### config.mk
export PLATFORM = sky130hd
export DESIGN_NAME = alu_share_arbiter
export DESIGN_NICKNAME = d
export VERILOG_FILES = /design/src/rtl/alu_share_arbiter.sv
export SDC_FILE = /design/constraint.sdc
export NUM_CORES = 1
export LEC_CHECK = 0
export CELL_PAD_IN_SITES_DETAIL_PLACEMENT = 2
export CELL_PAD_IN_SITES_GLOBAL_PLACEMENT = 2
export CORE_AREA = 2 2 149 151
export DETAILED_ROUTE_END_ITERATION = 10
export DIE_AREA = 0 0 151 153
export GPL_TIMING_DRIVEN = 0
export PLACE_DENSITY = 0.79
export SLEW_MARGIN = 10
export SYNTH_ARGS = -nofsm -noshare
export SYNTH_HDL_FRONTEND = slang
export SYNTH_SLANG_ARGS = --single-unit
### constraint.sdc
create_clock -name clk -period 2.4 [get_ports clk]
set_input_delay 0.36 -clock clk [delete_from_list [all_inputs] [get_ports clk]]
set_output_delay 0.36 -clock clk [all_outputs]
set_load 0.005 [all_outputs]
### src/rtl/alu_share_arbiter.sv
// Round-robin arbiter that lends one combinational ALU to two requesters.
// Captures the winning request, holds it on the ALU, and returns a tagged registered result.
module alu_share_arbiter #(
    parameter int unsigned DATA_WIDTH  = 32,
    parameter int unsigned EXEC_CYCLES = 1
) (
    input  logic                  clk,
    input  logic                  reset,
    input  logic                  req0_valid_i,
    input  logic [3:0]            req0_op_i,
    input  logic [DATA_WIDTH-1:0] req0_a_i,
    input  logic [DATA_WIDTH-1:0] req0_b_i,
    output logic                  req0_ready_o,
    input  logic                  req1_valid_i,
    input  logic [3:0]            req1_op_i,
    input  logic [DATA_WIDTH-1:0] req1_a_i,
    input  logic [DATA_WIDTH-1:0] req1_b_i,
    output logic                  req1_ready_o,
    output logic [3:0]            alu_op_o,
    output logic [DATA_WIDTH-1:0] alu_a_o,
    output logic [DATA_WIDTH-1:0] alu_b_o,
    input  logic [DATA_WIDTH-1:0] alu_result_i,
    input  logic                  alu_zero_i,
    output logic                  rsp_valid_o,
    input  logic                  rsp_ready_i,
    output logic                  rsp_id_o,
    output logic [DATA_WIDTH-1:0] rsp_result_o,
    output logic                  rsp_zero_o,
    output logic                  busy_o
);

    typedef enum logic [1:0] {IDLE, EXEC, RESP} state_e;

    localparam logic [3:0] CNT_INIT = 4'(EXEC_CYCLES - 1);

    state_e                state_q, state_d;
    logic                  prio_q, prio_d;
    logic [3:0]            cnt_q, cnt_d;
    logic [3:0]            op_q, op_d;
    logic [DATA_WIDTH-1:0] a_q, a_d;
    logic [DATA_WIDTH-1:0] b_q, b_d;
    logic                  id_q, id_d;
    logic [DATA_WIDTH-1:0] result_q, result_d;
    logic                  zero_q, zero_d;
    logic                  grant0, grant1;

    // Grants are masked while reset is asserted so no handshake is ever visible during reset.
    always_comb begin
        grant0 = 1'b0;
        grant1 = 1'b0;
        if (state_q == IDLE && reset) begin
            if (req0_valid_i && (!req1_valid_i || !prio_q)) begin
                grant0 = 1'b1;
            end else if (req1_valid_i) begin
                grant1 = 1'b1;
            end
        end
    end

    always_comb begin
        state_d  = state_q;
        prio_d   = prio_q;
        cnt_d    = cnt_q;
        op_d     = op_q;
        a_d      = a_q;
        b_d      = b_q;
        id_d     = id_q;
        result_d = result_q;
        zero_d   = zero_q;
        case (state_q)
            IDLE: begin
                if (grant0 || grant1) begin
                    op_d    = grant1 ? req1_op_i : req0_op_i;
                    a_d     = grant1 ? req1_a_i  : req0_a_i;
                    b_d     = grant1 ? req1_b_i  : req0_b_i;
                    id_d    = grant1;
                    cnt_d   = CNT_INIT;
                    prio_d  = ~grant1;
                    state_d = EXEC;
                end
            end
            EXEC: begin
                if (cnt_q != 4'd0) begin
                    cnt_d = cnt_q - 4'd1;
                end else begin
                    result_d = alu_result_i;
                    zero_d   = alu_zero_i;
                    state_d  = RESP;
                end
            end
            RESP: begin
                if (rsp_ready_i) begin
                    state_d = IDLE;
                end
            end
            default: state_d = IDLE;
        endcase
    end

    always_ff @(posedge clk or negedge reset) begin
        if (!reset) begin
            state_q  <= IDLE;
            prio_q   <= 1'b0;
            cnt_q    <= '0;
            op_q     <= '0;
            a_q      <= '0;
            b_q      <= '0;
            id_q     <= 1'b0;
            result_q <= '0;
            zero_q   <= 1'b0;
        end else begin
            state_q  <= state_d;
            prio_q   <= prio_d;
            cnt_q    <= cnt_d;
            op_q     <= op_d;
            a_q      <= a_d;
            b_q      <= b_d;
            id_q     <= id_d;
            result_q <= result_d;
            zero_q   <= zero_d;
        end
    end

    assign req0_ready_o = grant0;
    assign req1_ready_o = grant1;
    assign alu_op_o     = op_q;
    assign alu_a_o      = a_q;
    assign alu_b_o      = b_q;
    assign rsp_valid_o  = (state_q == RESP);
    assign rsp_id_o     = id_q;
    assign rsp_result_o = result_q;
    assign rsp_zero_o   = zero_q;
    assign busy_o       = (state_q != IDLE);

endmodule

After elaboration in Yosys (flattened, before gate mapping)
Cells that the tools add are included.
Word-level totals
  register bits after elaboration: 109
  bits in latches: 0
  bits in writable memories: 0
  bits in read-only memories: 0
  input bits: 174
  memories: 0
Operators by class
  add/subtract/negate cells: 1
  $mul: 0
  div/mod/pow operators: 0
  order comparisons: 0
  equality and inequality tests: 6
  shift-type cells: 0
  multiplexer cells: 15
  bitwise operators: 2
  reductions and logical operators: 14
Operators by type and width (number)
  32-bit 2-to-1 mux: 2
  4-bit 2-to-1 mux: 3
  4-bit one-hot mux with 2 select lines: 1
  2-bit 2-to-1 mux: 3
  2-bit one-hot mux with 3 select lines: 1
  3-bit AND reduction: 2
  1-bit 2-to-1 mux: 5
  2-bit by 1-bit != test with 1-bit output, second input constant: 2
  2-bit != test, second input constant: 2
  2-bit AND reduction: 2
  2-bit nonzero test: 2
  4-bit nonzero test: 1
  4-bit by 1-bit subtractor with 4-bit output, second input constant: 1
  2-bit by 1-bit == test with 1-bit output, second input constant: 1
  2-bit == test, second input constant: 1
  1-bit logical AND: 2
  1-bit logical NOT: 2
  2-bit logical NOT: 1
  1-bit logical OR: 2
  1-bit inverter: 2

Depth between registers and ports, before layout
Gate-level depths: netlist of the first run.
  word-level depth: 8
  gate-level depth with buffers: 7
  gate-level depth less buffers: 5

Worst setup path after synthesis of the first run
No wires, ideal clock.
  kind: flip-flop to flip-flop
  from: register cnt_q[0]
  to: register result_q[10], in the netlist rsp_result_o[10]
  setup time: 0.125 ns
  arrival: 1.748 ns
  path slack: 0.527 ns
  stages on the path, launching flop included: 8
  buffers on the path: 2
  clock period less this slack: 1.873 ns
  cells stage by stage: dfrtp_1 inv_1 ha_1 or3b_4 or2_1 buf_6 buf_12 mux2_4
Between the ends
  longest elaborated chain between the ends: 3
RTL lines
  from (decl): RTL line 38  | logic [3:0] cnt_q, cnt_d;
  from (signal assigned): RTL line 114  | cnt_q <= cnt_d;
  4-bit nonzero test: RTL line 83  | if (cnt_q != 4'd0) begin
  1-bit inverter (no line)
  2-bit AND reduction (no line)
  to (signal assigned): RTL line 119  | result_q <= result_d;
  to (decl): RTL line 43  | logic [DATA_WIDTH-1:0] result_q, result_d;
Every way passes these cells.
A chain may end at the register's enable or synchronous reset.

Worst setup path after layout of the first run
  from: register state_q[1]
  to: output req1_ready_o
Between the ends
  longest elaborated chain between the ends: 3
RTL lines
  from (decl): RTL line 36  | state_e state_q, state_d;
  from (signal assigned): RTL line 112  | state_q <= state_d;
  2-bit logical NOT: RTL line 51  | if (state_q == IDLE && reset) begin
  1-bit logical AND: RTL line 51
  1-bit 2-to-1 mux: RTL line 51
  to (decl): RTL line 18  | output logic req1_ready_o,
Every way passes these cells.

==> results of run 1 <==
state kept, by name, summed over array words and instances, names as in the netlist:
signal        count
rsp_id_o          1
prio_q            1
alu_b_o          32
rsp_zero_o        1
cnt_q             4
rsp_result_o     32
alu_a_o          32
state_q           2
alu_op_o          4
cells by family after synthesis:
kind of cell / share of synthesized area, %
compound gates: 26.09
simple gates: 2.250
buf+inv: 4.603
fa+ha+maj: 0.5171
mux: 10.16
flops: 56.37
per-stage QoR:
step	setup slack [ns]	utilization (%)	area (µm²)	TNS (ns)
final	0.04972	39.29	8442	0
after global routing	-0.01008	39.29	8442	-0.01008
after CTS	0.005814	39.19	8421	0
after detailed placement	-1.116	37.28	8010	-35.32
after global placement	-5.120	37.15	7981	-708.57
after floorplan	0.5266	-	4838	0
Yosys cell counts:
library cell               count
sky130_fd_sc_hd__dfrtp_1     109
sky130_fd_sc_hd__a21boi_0     68
sky130_fd_sc_hd__a221o_1      68
sky130_fd_sc_hd__mux2_4       29
sky130_fd_sc_hd__buf_2        16
sky130_fd_sc_hd__clkbuf_1     15
sky130_fd_sc_hd__mux2_2        5
sky130_fd_sc_hd__inv_1         4
sky130_fd_sc_hd__buf_12        3
sky130_fd_sc_hd__nand2b_1      3
sky130_fd_sc_hd__a21o_1        2
sky130_fd_sc_hd__and3_1        2
sky130_fd_sc_hd__ha_1          2
sky130_fd_sc_hd__nand2_1       2
sky130_fd_sc_hd__nor2_1        2
sky130_fd_sc_hd__o21ai_0       2
sky130_fd_sc_hd__or2_2         2
sky130_fd_sc_hd__a21oi_1       1
sky130_fd_sc_hd__a22o_1        1
sky130_fd_sc_hd__a22o_2        1
sky130_fd_sc_hd__a31oi_1       1
sky130_fd_sc_hd__a32oi_1       1
sky130_fd_sc_hd__buf_6         1
sky130_fd_sc_hd__nand3_1       1
sky130_fd_sc_hd__nor2b_1       1
sky130_fd_sc_hd__nor3b_2       1
sky130_fd_sc_hd__nor4b_1       1
sky130_fd_sc_hd__o21a_1        1
sky130_fd_sc_hd__or2_1         1
sky130_fd_sc_hd__or3b_4        1
routing by layer:
layer	vias up	global-route usage [%]	wire length [µm]
met3	22	6.090	1815
met5	-	0	0
met1	2207	20.21	7966
li1	1938	-	-
met4	0	4.984	335
met2	204	31.54	10410
worst max-delay path, delay by kind of cell (launching register included):
family	cells	cell delay, ns
buffers and inverters	2	0.66
DFF	1	0.43
and+or+nand+nor	2	0.55
power breakdown:
part / switching [µW] / internal [µW] / leakage (µW)
sequential: 565 / 2740 / 0.00133
clock: 689 / 869 / 0.000150
combinational: 1800 / 3170 / 0.00209
what timing repair did:
action                                  in CTS  in global routing
gates cloned                                 0                  0
hold endpoints to repair                    52                  0
setup buffers                                4                  1
gates resized for setup                     13                  5
hold buffers                                 2                  0
pin swaps                                    2                  2
endpoints found under the setup margin      70                  7
area by class of cell:
cell class	count	area, µm²
well taps	280	350.3
multi-input cells	199	1899
clock inverters	3	43.79
clock buffers	13	260.3
flip-flops and latches	109	2730
inverters	4	15.01
plain buffers	34	235.2
repair buffers	287	2908
fillers	2207	13040
path summary, 6_finish.rpt:
check	startpoint	endpoint	slack [ns]	cells past startpoint
max reg2reg	state_q[1]$_DFFE_PN0P_	alu_a_o[2]$_DFFE_PN0P_	0.18	6
min	rsp_id_o$_DFFE_PN0P_	rsp_id_o$_DFFE_PN0P_	0.51	1
max in group asynchronous	reset	alu_a_o[25]$_DFFE_PN0P_	1.38	3
max	state_q[1]$_DFFE_PN0P_	req1_ready_o	0.05	4
min reg2reg	rsp_id_o$_DFFE_PN0P_	rsp_id_o$_DFFE_PN0P_	0.51	1
min in group asynchronous	reset	rsp_result_o[13]$_DFFE_PN0P_	0.73	3
==> metrics.yaml, run 1 <==
static-leakage-power_uw: 0.003571
synth.lib_cells_used.distinct: 30
worstPathMaxFanout: 16
fin_skew_ns: 0.006846
power_per_cell_area_nw_per_um2: 1165
drt-initial-drc-count: 145
synth.ff_latch_count: 109
maxClockFrequency_ghz: 0.4255
most_used_cells_in_the_layout_excluding_fill_and_tap_cells: "sky130_fd_sc_hd__clkdlybuf4s50_1, sky130_fd_sc_hd__dfrtp_1, sky130_fd_sc_hd__a21boi_0, sky130_fd_sc_hd__a221o_1, sky130_fd_sc_hd__mux2_4"
track_usage_pct: 17.80
worst_path_max_delay_cell: "sky130_fd_sc_hd__clkdlybuf4s50_1"
via_count_of_the_first_global_routing_pass: 5125
timing_worst_setup_path_type: "flop to output pin"
grt_overflow_total: 0
final_antenna_net_count: 0
critical_path_required_ns: 2.04
layout.cells.non_filler: 929
timing.final.setup_violations: 0
clkSlewWorstSetupHoldPaths_ns: 0.07
drt_pre_antenna_iters: 4
die_width_um: 151
routed-via-count: 4371
placed_cell_count: 907
clock_sink_count: 109
largest_net_degree_at_the_start_of_global_routing: 58
nNetsFinal: 820
setup.worst_path.start_class: "flop"
gp_congestion: 0.8034
final.hold.worst_slack_ns: 0.5091
numCtsBuffers: 9
layout-drive-gt1-share_pct: 12.94
synth_area_leader_cell: "sky130_fd_sc_hd__dfrtp_1"
timing_max_transition_violations_final: 0
routed_wl_um: 20530
cts_tree: "yes"
synth.yosys.warnings: 0
routed_via_density: 4.705
finalCritPeriodShare_pct: 97.93
timing.critical_path.slowest_cell_delay_ns: 0.51
initial_core_util_pct: 22.52
hpwlAfterDp_um: 15840
overall_die_area_um2: 23100
worst_case_vdd_ir_drop_mv: 0.3715
synthTopCellsByArea: "sky130_fd_sc_hd__dfrtp_1, sky130_fd_sc_hd__a221o_1, sky130_fd_sc_hd__a21boi_0"
syn2layout_area_growth_pct: 74.48
antenna_cells: 0
worst-endpoint-arrival_ns: 1.99
timing_worst_slew_pin_value_ns: 0.6121
wire_length_of_the_first_global_routing_pass_um: 30990
final_hold_viol_count: 0
maxCapViolCount: 0
synth.top_cell.area_share_pct: 56.37
avgSynthCellArea_um2: 13.94
antenna_found_initial: 0
insertion_delay_of_the_later_clocked_pin_in_the_worst_skew_pair_ns: 0.35
cp-end-kind: "output pin"
holdCritPathClass: "flop to flop"
die_h_um: 153
drt-wirelength-per-cell_um: 22.10
fp.coreArea_um2: 21490
io_pins: 280
mappedNetlistArea_um2: 4838
detail_route.drc_violations: 0
ordered_list_of_cells_on_the_worst_path: "nor3b_4, and3_4, buf_12, clkdlybuf4s50_1"
postSynthNetCount: 523
std_cell_rows: 54
fin_total_pwr_uw: 9838
number_of_buffers_added_on_ports: 279
run_status: "finished clean"
cts-htree-levels: 3
seq_area_frac_synth_pct: 56.37
min_period_ns: 2.350
cts_root_buffer: "sky130_fd_sc_hd__clkbuf_16"
cts.path.max_buffers: 2
layout.cells.most_common: "sky130_fd_sc_hd__clkdlybuf4s50_1"
relSlewSlack_pct: 59.19
netlist_instances: 347
(Power assumes the default switching activity.)
==> run 2: changes to the inputs <==
--- a/config.mk
+++ b/config.mk
@@ -12,5 +12,5 @@
 export DIE_AREA = 0 0 151 153
 export GPL_TIMING_DRIVEN = 0
-export PLACE_DENSITY = 0.79
+export PLACE_DENSITY_LB_ADDON = 0.1
 export SLEW_MARGIN = 10
 export SYNTH_ARGS = -nofsm -noshare
==> constraint.sdc (replaced) <==
create_clock -name clk -period 2.4 [get_ports clk]
set_input_delay 0.36 -clock clk [delete_from_list [all_inputs] [get_ports clk]]
set_output_delay 0.36 -clock clk [all_outputs]
set_load 0.02 [all_outputs]
==> run 2 against run 1 <==
Effect of this change: critical path depth is 1 higher; fmax is 2.7% higher; register-to-register slack better by 0.17 ns; via count is 1.2% lower; sequential cell count stayed put; first-iteration DRC count is 42% lower; routed wire length is 5.4% lower; clock-buffer cell count is 4 lower; critical path type unchanged.
==> metrics.yaml, run 2 (synthesis results as in run 1) <==
fin_skew_ns: 0.009807  # +0.002961 ns
final_antenna_net_count: 0  # unchanged
min_period_ns: 2.289  # -0.06117 ns
holdPathStages: 1  # unchanged
place_worst_setup_slack_ns: -1.139  # -0.02275 ns
setup.worst_path.start_class: "flop"
routed-via-count: 4320  # -1.2%
final.hold.worst_slack_ns: 0.5082  # -0.0008790 ns
fin_area_um2: 8438  # about the same
fin_setup_tns_ns: 0  # unchanged
fill_cells: 2215  # +0.36%
nNetsFinal: 819  # -0.12%
worst_case_vdd_ir_drop_mv: 0.4718  # +27%
ff2ff_setup_slack_ns: 0.35  # +0.17 ns
wire_length_of_the_first_global_routing_pass_um: 29940  # -3.4%
grt_overflow_total: 0  # unchanged
timing_worst_slew_pin_value_ns: 0.5714  # -0.04064 ns
cts.path.max_buffers: 2  # unchanged
r2r-start: "state_q[1]$_DFFE_PN0P_"
drt-wirelength-per-cell_um: 20.92  # -5.3%
track_usage_pct: 16.94  # -0.87 points
gp_congestion: 0.7908  # -1.6%
std_cell_rows: 54  # unchanged
fp.coreArea_um2: 21490  # unchanged
layout.cells.most_common: "sky130_fd_sc_hd__clkdlybuf4s50_1"
syn2layout_area_growth_pct: 74.40  # about the same
antenna_found_initial: 0  # unchanged
via_count_of_the_first_global_routing_pass: 5100  # -0.49%
hold_path_startpoint: "rsp_id_o$_DFFE_PN0P_"
timing.final.setup_violations: 0  # unchanged
antenna_cells: 0  # unchanged
maxCapViolCount: 0  # unchanged
io_pins: 280  # unchanged
cts-htree-levels: 3  # unchanged
clkSlewWorstSetupHoldPaths_ns: 0.08  # about the same
maxClockFrequency_ghz: 0.4369  # +2.7%
worst_r2r_endpoint: "alu_op_o[3]$_DFFE_PN0P_"
initial_core_util_pct: 22.52  # unchanged
run_status: "finished clean"
timing_worst_setup_path_type: "flop to output pin"
relSlewSlack_pct: 61.90  # +2.7 points
insertion_delay_of_the_later_clocked_pin_in_the_worst_skew_pair_ns: 0.35  # about the same
timing.final.ws_setup_ns: 0.1109  # +0.06117 ns
worst-endpoint-arrival_ns: 1.93  # -0.06 ns
cts_tree: "yes"
place_area_um2: 8010  # unchanged
routed_wl_um: 19410  # -5.4%
largest_net_degree_at_the_start_of_global_routing: 65  # +12%
placed_cell_count: 907  # unchanged
static-leakage-power_uw: 0.003557  # -0.37%
number_of_buffers_added_on_ports: 279  # unchanged
die_h_um: 153  # unchanged
power_per_cell_area_nw_per_um2: 1277  # +9.6%
ff2ff_path_depth: 5  # -1
rsz0062_at_grt: "no"
layout-drive-gt1-share_pct: 12.81  # -0.13 points
routed_via_density: 4.655  # -1.1%
die_width_um: 151  # unchanged
drt-initial-drc-count: 84  # -42%
hpwlAfterDp_um: 14210  # -10%
clock_sink_count: 109  # unchanged
numCtsBuffers: 9  # unchanged
layout.cells.non_filler: 928  # -0.11%
cts_root_buffer: "sky130_fd_sc_hd__clkbuf_16"
holdCritPathClass: "flop to flop"
most_used_cells_in_the_layout_excluding_fill_and_tap_cells: "sky130_fd_sc_hd__clkdlybuf4s50_1, sky130_fd_sc_hd__dfrtp_1, sky130_fd_sc_hd__a21boi_0, sky130_fd_sc_hd__a221o_1, sky130_fd_sc_hd__mux2_4"
worstPathMaxFanout: 10  # -6
critical_path_required_ns: 2.04  # about the same
cp-end-kind: "output pin"
finalCritPeriodShare_pct: 95.38  # -2.5 points
worst_hold_path.endpoint: "rsp_id_o$_DFFE_PN0P_"
drt_pre_antenna_iters: 4  # unchanged
timing_max_transition_violations_final: 0  # unchanged
final_hold_viol_count: 0  # unchanged
overall_die_area_um2: 23100  # unchanged
detail_route.drc_violations: 0  # unchanged
==> run 2: repair_timing <==
item,CTS,global route
buffers inserted,2,0
pin swaps,1,1
setup endpoints to repair,70,2
resized for setup,13,4
cloned,0,0
endpoints found under the hold margin,45,0
hold buffers,3,0
==> run 2: worst max-delay path, stage by stage (launching register included) <==
cell                              delay (ns)
sky130_fd_sc_hd__dfrtp_2                0.45
sky130_fd_sc_hd__nor3b_4                0.31
sky130_fd_sc_hd__and3_1                 0.23
sky130_fd_sc_hd__buf_6                  0.15
sky130_fd_sc_hd__buf_6                  0.16
sky130_fd_sc_hd__clkdlybuf4s15_2        0.27
==> run 2: per-stage QoR <==
stage	utilization [%]	total power, µW
2_1_floorplan	-	6348
3_3_place_gp	37.15	8949
3_5_place_dp	37.28	9102
4_1_cts	39.24	10940
5_1_grt	39.27	11480
6_report	39.27	10770
==> run 2: cell type report <==
cell class	count	area, µm²	area share (%)
clock inverter	7	105.1	1.246
multi-input combinational	199	1894	22.45
inverter	4	15.01	0.1779
buffer	35	229.0	2.714
tap	280	350.3	4.152
timing repair buffer	285	2890	34.25
sequential	109	2729	32.34
clock buffer	9	225.2	2.669
==> run 2: where the power goes <==
| part | internal [µW] | switching (µW) | total [µW] |
|---|---|---|---|
| Clock | 936 | 754 | 1690 |
| Sequential | 2740 | 502 | 3240 |
| Combinational | 3150 | 2700 | 5850 |
| Total | 6820 | 3950 | 10800 |
==> run 2: how the worst max path moves through the flow <==
stage | end | from
CTS | req0_ready_o | state_q[0]$_DFFE_PN0P_
global placement | req0_ready_o | reset
global route | req0_ready_o | state_q[1]$_DFFE_PN0P_
detailed placement | req1_ready_o | reset
floorplan | rsp_result_o[10]$_DFFE_PN0P_ | cnt_q[0]$_DFFE_PN0P_
finish | req1_ready_o | state_q[1]$_DFFE_PN0P_
==> run 2: metal layers <==
layer / wire length (µm) / vias to the layer above / global-route usage (%)
li1: - / 1948 / -
met1: 8221 / 2164 / 21.14
met2: 9058 / 190 / 27.51
met3: 1840 / 18 / 6.149
met4: 293 / 0 / 4.762
met5: 0 / - / 0
==> run 3: changes to the inputs <==
ABC_CLOCK_PERIOD_IN_PS = 2400   (was unset)
CORE_AREA = 2 2 113 115   (was 2 2 149 151)
CTS_BUF_LIST = sky130_fd_sc_hd__clkbuf_4   (was unset)
DIE_AREA = 0 0 115 117   (was 0 0 151 153)
DONT_BUFFER_PORTS = 1   (was unset)
==> run 3 against run 2 <==
Effect of this change: the run now fails in clock tree synthesis (4_1_cts); synthesized area unchanged; synthesized cell count did not move.
==> metrics.yaml, run 3 <==
std_cell_rows: 41  # -24%
synth_compound_area_share_pct: 26.09  # unchanged
yosys.cell_count.top_type: "sky130_fd_sc_hd__dfrtp_1"
cts.path.max_buffers: 2  # unchanged
cts_root_buffer: "sky130_fd_sc_hd__clkbuf_4"
synthArstFlopShare_pct: 100.0  # unchanged
synthTopCellsByArea: "sky130_fd_sc_hd__dfrtp_1, sky130_fd_sc_hd__a221o_1, sky130_fd_sc_hd__a21boi_0"
run.stop_error: "[ERROR RSZ-0060] Max buffer count reached."
synth.yosys.warnings: 0  # unchanged
netlist_top_cells_count: "sky130_fd_sc_hd__dfrtp_1, sky130_fd_sc_hd__a21boi_0, sky130_fd_sc_hd__a221o_1"
cts_hold_buf: 104  # +101
number_of_buffers_added_on_ports: 0  # -100%
synth_xor_area_share_pct: 0  # unchanged
hpwlAfterDp_um: 10360  # -27%
die_h_um: 117  # -24%
synth_area_leader_cell: "sky130_fd_sc_hd__dfrtp_1"
netlist_instances: 347  # unchanged
synth.top_cell.area_share_pct: 56.37  # unchanged
post_cts.resized_instances: 1  # -12
seq_area_frac_synth_pct: 56.37  # unchanged
dominant_combinational_cell_family_by_area_after_synthesis: "compound AO/OA/AOI/OAI gates"
postSynthNetCount: 523  # unchanged
mappedNetlistArea_um2: 4838  # unchanged
synth.lib_cells_used.distinct: 30  # unchanged
synth-edff-count: 0  # unchanged
last-stage-reached: "clock tree synthesis (4_1_cts)"
synthFlopType: "sky130_fd_sc_hd__dfrtp_1"
gp_congestion: 0.7419  # -6.2%
io_pins: 280  # unchanged
cts-htree-levels: 3  # unchanged
die_width_um: 115  # -24%
synth.ff_latch_count: 109  # unchanged
synth_area_in_adders_pct: 0.5172  # unchanged
initial_core_util_pct: 39.30  # +17 points
synth_mux_area_share_pct: 10.16  # unchanged
avgSynthCellArea_um2: 13.94  # unchanged
run_status: "stopped before the end"
cts_post_setup_buffers_inserted: 2  # unchanged
clock_sink_count: 109  # unchanged
synth_simple_gate_area_share_pct: 2.250  # unchanged
numCtsBuffers: 9  # unchanged
[run 3: cell counts after synthesis]
No cell type changed its count.
[run 3: through the flow]
stage | worst slack (ns) | utilization (%) | hold slack (ns) | cell area [µm²] | std cells
global placement | 0.1194 | 40.82 | 0.06693 | 5026 | 497
floorplan | 0.5266 | - | 0.06441 | 4838 | 347
detailed placement | 0.1135 | 40.82 | 0.06667 | 5026 | 497
[run 3: kinds of logic after synthesis]
| group | count (synthesis) |
|---|---|
| mux | 34 |
| flops | 109 |
| fa+ha+maj | 2 |
| simple gates | 17 |
| buf+inv | 39 |
| compound gates | 146 |
==> run 4: changes to the inputs <==
CELL_PAD_IN_SITES_DETAIL_PLACEMENT = unset   (was 2)
CELL_PAD_IN_SITES_GLOBAL_PLACEMENT = unset   (was 2)
CORE_AREA = 2 2 121 123   (was 2 2 113 115)
CTS_BUF_LIST = unset   (was sky130_fd_sc_hd__clkbuf_4)
DIE_AREA = 0 0 123 125   (was 0 0 115 117)
PLACE_DENSITY_LB_ADDON = 0.15   (was 0.1)
==> run 4 against run 3 <==
Effect of this change: the flow now finishes, with violations (hold timing).
==> metrics.yaml, run 4 (synthesis results as in run 1) <==
maxCapViolCount: 0
timing_max_transition_violations_final: 0
routed_wl_um: 13280
hpwlAfterDp_um: 9404  # -9.3%
routed-via-count: 3134
final_antenna_net_count: 0
fin_skew_ns: 0.007462
track_usage_pct: 17.22
run_status: "finished, violations left"
power_per_cell_area_nw_per_um2: 1564
nNetsFinal: 535
gp_congestion: 0.7735  # +4.3%
cp-end-kind: "output pin"
worst_case_vdd_ir_drop_mv: 0.4527
clock_sink_count: 109  # unchanged
die_h_um: 125  # +6.8%
min_period_ns: 2.257
io_pins: 280  # unchanged
drt_pre_antenna_iters: 4
critical_path_required_ns: 2.04
grt_overflow_total: 0
timing.critical_path.mode_cell: "sky130_fd_sc_hd__buf_2"
timing_worst_slew_pin_value_ns: 0.5701
timing.final.setup_violations: 0
die_width_um: 123  # +7.0%
routed_via_density: 5.719
finalCritPeriodShare_pct: 94.02
worstPathMaxFanout: 10
syn2layout_area_growth_pct: 10.78
post-route-util_pct: 37.74
cts_root_buffer: "sky130_fd_sc_hd__clkbuf_16"
drt-wirelength-per-cell_um: 24.23
cts_tree: "yes"
crit_buf_inv: 2
fin_setup_tns_ns: 0
via_count_of_the_first_global_routing_pass: 3352
detail_route.drc_violations: 0
fp.coreArea_um2: 14200
overall_die_area_um2: 15380
fin_area_um2: 5360
drt-initial-drc-count: 108
largest_net_degree_at_the_start_of_global_routing: 111
antenna_found_initial: 0
std_cell_rows: 44  # +7.3%
rsz0062_at_grt: "no"
antenna_cells: 0
numCtsBuffers: 9  # unchanged
layout.cells.most_common: "sky130_fd_sc_hd__dfrtp_1"
static-leakage-power_uw: 0.002407
critical_path_cell_count: 4
final.hold.worst_slack_ns: -0.3004
r2r-start: "state_q[0]$_DFFE_PN0P_"
wire_length_of_the_first_global_routing_pass_um: 19710
ff2ff_path_depth: 5
clkSlewWorstSetupHoldPaths_ns: 0.07
holdCritPathClass: "primary input to async pin"
place_area_um2: 5069  # +0.85%
timing_worst_setup_path_type: "flop to output pin"
violated_checks: "hold timing"
ordered_list_of_cells_on_the_worst_path: "nor3b_4, and3_1, buf_2, buf_2"
initial_core_util_pct: 34.06  # -5.2 points
crit_family: "buffers and inverters"
number_of_buffers_added_on_ports: 0  # unchanged
cts-htree-levels: 3  # unchanged
insertion_delay_of_the_later_clocked_pin_in_the_worst_skew_pair_ns: 0.35
timing.critical_path.from: "state_q[0]$_DFFE_PN0P_"
cts.path.max_buffers: 2  # unchanged
most_used_cells_in_the_layout_excluding_fill_and_tap_cells: "sky130_fd_sc_hd__dfrtp_1, sky130_fd_sc_hd__a21boi_0, sky130_fd_sc_hd__a221o_1"
timing.critical_path.slowest_cell_delay_ns: 0.43
worst_path_max_delay_cell: "sky130_fd_sc_hd__dfrtp_1"
layout-drive-gt1-share_pct: 20.60
maxClockFrequency_ghz: 0.4432
setup.worst_path.start_class: "flop"
fill_cells: 1325
worst-endpoint-arrival_ns: 1.90
relSlewSlack_pct: 61.99
final_hold_viol_count: 109
run 4: final timing paths:
check | endpoint | slack (ns)
setup / recovery | req0_ready_o | 0.14
hold / removal | rsp_result_o[19]$_DFFE_PN0P_ | -0.30
setup reg to reg | alu_b_o[29]$_DFFE_PN0P_ | 0.38
hold reg to reg | prio_q$_DFFE_PN0P_ | 0.51
max in group asynchronous | alu_op_o[1]$_DFFE_PN0P_ | 2.57
min in group clk | state_q[1]$_DFFE_PN0P_ | 0.11
run 4: stage by stage:
stage               worst slack (ns)  total power (µW)  hold WS (ns)  cells
global route                 0.02332              8920       -0.3238    548
CTS                          0.07992              8501       -0.3205    548
detailed placement           -0.1169              6991       0.06696    531
floorplan                     0.5266              6348       0.06441    347
finish                        0.1435              8386       -0.3004    548
global placement             -0.1099              6943       0.06679    531
run 4: routing by layer:
| metal | GRT usage, % | wire length [µm] | vias up |
|---|---|---|---|
| met5 | 0 | 0 | - |
| met4 | 7.620 | 329 | 0 |
| met3 | 6.250 | 1410 | 22 |
| met2 | 27.49 | 6301 | 189 |
| met1 | 20.76 | 5234 | 1552 |
| li1 | - | - | 1371 |
run 4: report_power, final:
group | switching (µW) | internal [µW] | leakage (µW)
registers | 1730 | 2730 | 0.00133
clock network | 683 | 736 | 0.000136
logic | 1030 | 1480 | 0.000938
total | 3440 | 4940 | 0.00241
run 4: layout make-up:
cell class                      count  area (µm²)  share of cell area [%]
Inverter                            4       15.01                  0.2801
Sequential cell                   109        2728                   50.89
Tap cell                          184       230.2                   4.295
Buffer                             35       207.7                   3.875
Clock inverter                      5       35.03                  0.6536
Timing Repair Buffer                1       7.507                  0.1401
Multi-Input combinational cell    199        1894                   35.34
Clock buffer                       11       242.7                   4.528
run 4: what timing repair did:
| item | 4_1_cts | 5_1_grt |
|---|---|---|
| gates resized for setup | 1 | 0 |
| hold endpoints to repair | 109 | 109 |
| endpoints found under the setup margin | 10 | 0 |
| buffers inserted | 1 | 0 |
